## config.mk

```make
export PLATFORM = sky130hd
export DESIGN_NAME = ising_run_ctrl
export DESIGN_NICKNAME = d
export VERILOG_FILES = /design/src/rtl/ising_run_ctrl_pkg.sv /design/src/rtl/ising_run_ctrl_phase_sync.sv /design/src/rtl/ising_run_ctrl.sv
export SDC_FILE = /design/constraint.sdc
export NUM_CORES = 1
export LEC_CHECK = 0
export CELL_PAD_IN_SITES_DETAIL_PLACEMENT = 1
export CELL_PAD_IN_SITES_GLOBAL_PLACEMENT = 1
export CORE_MARGIN = 5
export CORE_UTILIZATION = 27
export CTS_BUF_LIST = sky130_fd_sc_hd__clkbuf_16
export CTS_CLUSTER_SIZE = 30
export DETAILED_ROUTE_END_ITERATION = 7
export GPL_TIMING_DRIVEN = 0
export MAX_ROUTING_LAYER = met4
export PLACE_DENSITY = 0.6
export SYNTH_ARGS = -nofsm -noshare
export SYNTH_HDL_FRONTEND = slang
export SYNTH_SLANG_ARGS = --single-unit
```

## constraint.sdc

```tcl
create_clock -name clk -period 8.6 [get_ports clk]
set_input_delay 1.29 -clock clk [delete_from_list [all_inputs] [get_ports clk]]
set_output_delay 1.29 -clock clk [all_outputs]
set_load 0.05 [all_outputs]
```

## src/rtl/ising_run_ctrl_pkg.sv

```systemverilog
`default_nettype none
// ============================================================================
// Module  : ising_run_ctrl_pkg
// Brief   : Shared definitions for the Ising run controller and the array top.
//           Holds the FSM state encoding and the default sampling-window and
//           synchronizer settings.
// Revision: 1.0 - initial release
// ============================================================================
package ising_run_ctrl_pkg;

  // Run sequencer states, explicit 3-bit encoding
  typedef enum logic [2:0] {
    ST_IDLE   = 3'd0,
    ST_HOLD   = 3'd1,
    ST_RUN    = 3'd2,
    ST_SAMPLE = 3'd3,
    ST_DONE   = 3'd4
  } state_e;

  // Defaults shared with the RO array top
  localparam int DEF_SW_LOG2     = 5;
  localparam int DEF_SYNC_STAGES = 2;

  // Width of the SAMPLE-phase counter: must hold flush + window - 1
  function automatic int samp_cnt_w(input int sync_stages, input int sw_log2);
    return $clog2(sync_stages + (1 << sw_log2)) + 1;
  endfunction

endpackage
`default_nettype wire

```

## src/rtl/ising_run_ctrl_phase_sync.sv

```systemverilog
`default_nettype none
// ============================================================================
// Module  : phase_sync
// Brief   : Multi-bit flop-chain synchronizer for free-running RO outputs.
//           Bits are synchronized independently; no cross-bit coherence is
//           implied or needed since each bit is integrated over a window.
// Revision: 1.0 - initial release
// ============================================================================
module phase_sync #(
  parameter int WIDTH  = 1,
  parameter int STAGES = 2
) (
  input  logic             clk,
  input  logic             rst,
  input  logic [WIDTH-1:0] d_i,
  output logic [WIDTH-1:0] q_o
);

  logic [WIDTH-1:0] sync_q [STAGES];

  // Shift the asynchronous inputs through STAGES flops
  always_ff @(posedge clk or posedge rst) begin
    if (rst) begin
      for (int s = 0; s < STAGES; s++) begin
        sync_q[s] <= '0;
      end
    end else begin
      sync_q[0] <= d_i;
      for (int s = 1; s < STAGES; s++) begin
        sync_q[s] <= sync_q[s-1];
      end
    end
  end

  assign q_o = sync_q[STAGES-1];

endmodule
`default_nettype wire

```

## src/rtl/ising_run_ctrl.sv

```systemverilog
`default_nettype none
// ============================================================================
// Module  : ising_run_ctrl
// Brief   : Sequences one anneal run of a coupled RO spin array: hold in
//           reset, release and settle, measure each spin's phase against a
//           reference over a sampling window, return the spin vector through
//           a valid/ready handshake.
// Config  : ISING_RUN_ABORT_EN - adds abort_i to cancel a run in progress.
// Revision: 1.0 - initial release
// ============================================================================
module ising_run_ctrl
  import ising_run_ctrl_pkg::*;
#(
  parameter int NUM_SPINS   = 8,
  parameter int CNT_W       = 16,
  parameter int RST_CYCLES  = 4,
  parameter int SW_LOG2     = DEF_SW_LOG2,
  parameter int SYNC_STAGES = DEF_SYNC_STAGES
) (
  input  logic                 clk,
  input  logic                 rst,
  input  logic                 start_i,
  input  logic [CNT_W-1:0]     run_cycles_i,
  output logic                 busy_o,
  output logic                 ro_rstn_o,
  input  logic [NUM_SPINS-1:0] ro_phase_i,
  input  logic                 ref_phase_i,
  output logic [NUM_SPINS-1:0] result_o,
  output logic                 result_vld_o,
`ifdef ISING_RUN_ABORT_EN
  input  logic                 abort_i,
`endif
  input  logic                 result_rdy_i
);

  localparam int WIN    = 1 << SW_LOG2;
  localparam int SPIN_W = SW_LOG2 + 1;
  localparam int SAMP_W = samp_cnt_w(SYNC_STAGES, SW_LOG2);

  // A spin reads as anti-phase only when strictly more than half the window
  // disagreed with the reference; an exact half is a tie and reads as 0.
  localparam logic [SPIN_W-1:0] THRESH   = SPIN_W'(WIN / 2);
  localparam logic [CNT_W-1:0]  HOLD_END = CNT_W'(RST_CYCLES - 1);
  localparam logic [SAMP_W-1:0] SAMP_ON  = SAMP_W'(SYNC_STAGES);
  localparam logic [SAMP_W-1:0] SAMP_END = SAMP_W'(SYNC_STAGES + WIN - 1);

  state_e                state_q;
  logic [CNT_W-1:0]      run_len_q;
  logic [CNT_W-1:0]      run_cnt_q;
  logic [SAMP_W-1:0]     samp_cnt_q;
  logic [SPIN_W-1:0]     spin_cnt_q [NUM_SPINS];
  logic [SPIN_W-1:0]     spin_cnt_d [NUM_SPINS];
  logic [NUM_SPINS-1:0]  result_d;

  logic [NUM_SPINS:0]    phase_sync_w;
  logic                  ref_sync;
  logic                  counting;
  logic                  abort_req;

  phase_sync #(
    .WIDTH  (NUM_SPINS + 1),
    .STAGES (SYNC_STAGES)
  ) u_phase_sync (
    .clk (clk),
    .rst (rst),
    .d_i ({ref_phase_i, ro_phase_i}),
    .q_o (phase_sync_w)
  );

  assign ref_sync = phase_sync_w[NUM_SPINS];

  // Counting starts only once the synchronizer holds post-release samples
  assign counting = (state_q == ST_SAMPLE) && (samp_cnt_q >= SAMP_ON);

`ifdef ISING_RUN_ABORT_EN
  assign abort_req = abort_i &&
                     ((state_q == ST_HOLD) || (state_q == ST_RUN) ||
                      (state_q == ST_SAMPLE));
`else
  assign abort_req = 1'b0;
`endif

  // Next per-spin counts (saturating) and the spin decision they imply
  always_comb begin
    result_d = '0;
    for (int i = 0; i < NUM_SPINS; i++) begin
      spin_cnt_d[i] = spin_cnt_q[i];
      if (counting && (phase_sync_w[i] ^ ref_sync) && (spin_cnt_q[i] != '1)) begin
        spin_cnt_d[i] = spin_cnt_q[i] + SPIN_W'(1);
      end
      result_d[i] = (spin_cnt_d[i] > THRESH);
    end
  end

  // Run sequencer with registered outputs and counters
  always_ff @(posedge clk or posedge rst) begin
    if (rst) begin
      state_q      <= ST_IDLE;
      run_len_q    <= '0;
      run_cnt_q    <= '0;
      samp_cnt_q   <= '0;
      busy_o       <= 1'b0;
      ro_rstn_o    <= 1'b0;
      result_o     <= '0;
      result_vld_o <= 1'b0;
      for (int i = 0; i < NUM_SPINS; i++) begin
        spin_cnt_q[i] <= '0;
      end
    end else if (abort_req) begin
      // Cancelled run: back to idle with the array held, old result kept
      state_q   <= ST_IDLE;
      busy_o    <= 1'b0;
      ro_rstn_o <= 1'b0;
      run_cnt_q <= '0;
      samp_cnt_q <= '0;
    end else begin
      for (int i = 0; i < NUM_SPINS; i++) begin
        spin_cnt_q[i] <= spin_cnt_d[i];
      end
      case (state_q)
        ST_IDLE: begin
          if (start_i) begin
            state_q    <= ST_HOLD;
            run_len_q  <= run_cycles_i;
            run_cnt_q  <= '0;
            samp_cnt_q <= '0;
            busy_o     <= 1'b1;
            ro_rstn_o  <= 1'b0;
            for (int i = 0; i < NUM_SPINS; i++) begin
              spin_cnt_q[i] <= '0;
            end
          end
        end
        ST_HOLD: begin
          if (run_cnt_q == HOLD_END) begin
            run_cnt_q <= '0;
            ro_rstn_o <= 1'b1;
            state_q   <= (run_len_q == '0) ? ST_SAMPLE : ST_RUN;
          end else begin
            run_cnt_q <= run_cnt_q + CNT_W'(1);
          end
        end
        ST_RUN: begin
          if ((run_cnt_q + CNT_W'(1)) == run_len_q) begin
            run_cnt_q <= '0;
            state_q   <= ST_SAMPLE;
          end else begin
            run_cnt_q <= run_cnt_q + CNT_W'(1);
          end
        end
        ST_SAMPLE: begin
          if (samp_cnt_q == SAMP_END) begin
            samp_cnt_q   <= '0;
            state_q      <= ST_DONE;
            result_o     <= result_d;
            result_vld_o <= 1'b1;
            ro_rstn_o    <= 1'b0;
          end else begin
            samp_cnt_q <= samp_cnt_q + SAMP_W'(1);
          end
        end
        ST_DONE: begin
          if (result_rdy_i) begin
            state_q      <= ST_IDLE;
            result_vld_o <= 1'b0;
            busy_o       <= 1'b0;
          end
        end
        default: begin
          state_q      <= ST_IDLE;
          busy_o       <= 1'b0;
          ro_rstn_o    <= 1'b0;
          result_vld_o <= 1'b0;
        end
      endcase
    end
  end

endmodule
`default_nettype wire
```

==> reports/qor.yml <==
grt_pass1_vias: 5323
outcome: "completed"
grt_max_degree: 64
setup_violations: 0
yosysUniqueCellTypes: 64
numCtsBuffers: 17
post-route-period-util_pct: 39.9
post-route-min-period_ns: 3.43
cts_tree: "yes"
ant_nets: 0
async_flop_share_pct: 100
synthFlopType: "dfrtp_1"
cts_setup_buffers: 0
die_w_um: 163
cts_sinks: 119
cp.required_ns: 8.87
final_common_cell: "dfrtp_1"
crit_fanout: 10
post_synth.cell_area_avg_sq_um: 9.78
initial_core_util_pct: 27.2
syn_inst: 644
drt_iter0_drc: 183
die_y_um: 163
max_freq_mhz: 291
end_kind: "flop"
io_buffers: 39
final_cell_mix: "dfrtp_1 (119), nor2_1 (72), nand2_1 (61), clkdlybuf4s50_1 (39), xnor2_1 (37)"
ir_worst_vdd_v: 0.000132
slew_viol_final: 0
diodes: 0
die_area_sq_um: 26500
clk_latency_ns: 0.42
drv_cap: 0
grt-ovfl-total: 0
grt_setup_unrepaired: "false"
synth_area_sq_um: 6300
grt_pass1_wl_um: 27600
worst-setup-path-type: "in -> reg"
syn_nets: 685
antenna_found_initial: 0
num_vias: 4977
synth_seq_cells: 119
yosys_warnings: 0
path_clk_slew_ns: 0.06
final_core_util_pct: 33.3
maxSlewHeadroom_pct: 28.8
powerDensity_nw_per_um2: 347
fillCellCount: 2657
grt.total_usage_pct: 13.5
place_hpwl_um: 11400
ctsHoldBuffers: 0
critPathArrivalTime_ns: 3.71
final_layout_size_suffix_gt1_share_pct: 9.51
crit_path_start_kind: "primary input"
vias_per_cell: 4.81
avgRoutedWirePerCell_um: 15.9
drc: 0
post_cts_resized: 0
synth-edff-count: 0
nets: 744
drt-pass1-iter-count: 4
cts-root-buf: "clkbuf_16"
core_area_sq_um: 23200
p_leak_nw: 3.18
syn_to_final_growth_pct: 22.5
hold_viol: 0
clk_path_buf_depth: 2
tightest_slew_ns: 1.06
wirelength_um: 16500
cts_htree_levels: 4
gp_congestion: 0.770
rows: 56
yosysSeqAreaShare_pct: 47.3
hold_class: "reg -> reg"
clock_skew_ns: 0.0142
tns_ns: 0
io_pins: 40
[kinds of logic after synthesis]
logic type               Yosys count  synth area share [%]
AND/OR/NAND/NOR                  260                  20.9
AO/OA/AOI/OAI                    124                  12.8
flip-flops                       119                  47.3
XOR/XNOR                          64                  9.13
buffers and inverters             36                  2.64
multiplexers                      29                  4.92
adder cells (fa/ha/maj)           12                  2.38
[stage by stage]
stage          cells  setup slack (ns)  hold slack (ns)  power [mW]  cell area [sq um]
2_1_floorplan    644              4.15            0.331        1.65               6300
3_3_place_gp    1002              2.06            0.333        1.93               7090
3_5_place_dp    1003              4.69            0.336        1.95               7120
4_1_cts         1034              5.10            0.350        2.72               7720
5_1_grt         1034              5.02            0.353        2.88               7720
6_report        1034              5.17            0.347        2.68               7720
[flip-flops by register name, indices dropped and copies added (netlist names)]
register             count
run_cnt_q               16
state_q                  3
result_vld_o             1
spin_cnt_q              48
u_phase_sync.q_o         9
run_len_q               16
busy_o                   1
u_phase_sync.sync_q      9
result_o                 8
ro_rstn_o                1
samp_cnt_q               7
[power breakdown]
group | switching [mW] | internal, mW
clock | 0.282 | 0.456
sequential | 0.202 | 0.732
combinational | 0.578 | 0.433
[path summary, 6_finish.rpt]
path / cells after the start / from / slack (ns) / endpoint
max: 6 / start_i / 5.17 / spin_cnt_q[11]
min: 0 / u_phase_sync.sync_q[9] / 0.35 / u_phase_sync.q_o[0]
max reg2reg: 10 / run_cnt_q[0] / 5.37 / run_cnt_q[4]
min reg2reg: 0 / u_phase_sync.sync_q[9] / 0.35 / u_phase_sync.q_o[0]
max in group asynchronous: 3 / rst / 6.56 / run_len_q[3]
min in group asynchronous: 2 / rst / 1.32 / run_cnt_q[12]
[cells in the mapped netlist, types with 5 or more instances]
master	count	area (sq um)
a21oi_1	29	145
a31oi_1	21	131
and2_1	9	56.3
and3_1	18	113
buf_2	6	30.0
clkbuf_1	16	60.1
dfrtp_1	119	2980
ha_1	12	150
inv_1	7	26.3
mux2_2	16	180
mux2i_1	13	130
nand2_1	61	229
nand2b_1	5	31.3
nand3_1	22	110
nand4_1	16	100
nor2_1	72	270
nor2b_1	16	100
nor3_1	5	25.0
nor3b_1	8	60.1
nor4_1	9	56.3
o21ai_0	32	160
or3_1	5	31.3
xnor2_1	37	324
xor2_1	26	228
[critical path, stage by stage]
cell,delay [ns]
clkdlybuf4s50_1,0.57
nor2b_1,0.21
nor3b_1,0.35
clkbuf_1,0.62
clkbuf_1,0.54
nor2_1,0.12
[final cells by class]
class	instances	area (sq um)	area share, %
Clock inverter	14	173	2.24
Sequential cell	119	2980	38.6
Buffer	29	140	1.81
Clock buffer	17	425	5.51
Tap cell	319	399	5.17
Multi-Input combinational cell	489	3160	40.9
Inverter	7	31.3	0.405
Timing Repair Buffer	40	418	5.41
[routing by layer]
layer  vias up  part of all wire [%]  global-route usage (%)
li1       2422                     -                       -
met1      2487                    47                    16.9
met2        53                    48                    22.2
met3        15                   3.3                    3.04
met4         0                   1.2                    3.74
met5         -                     0                       -
Power figures use the tool's default switching activity.
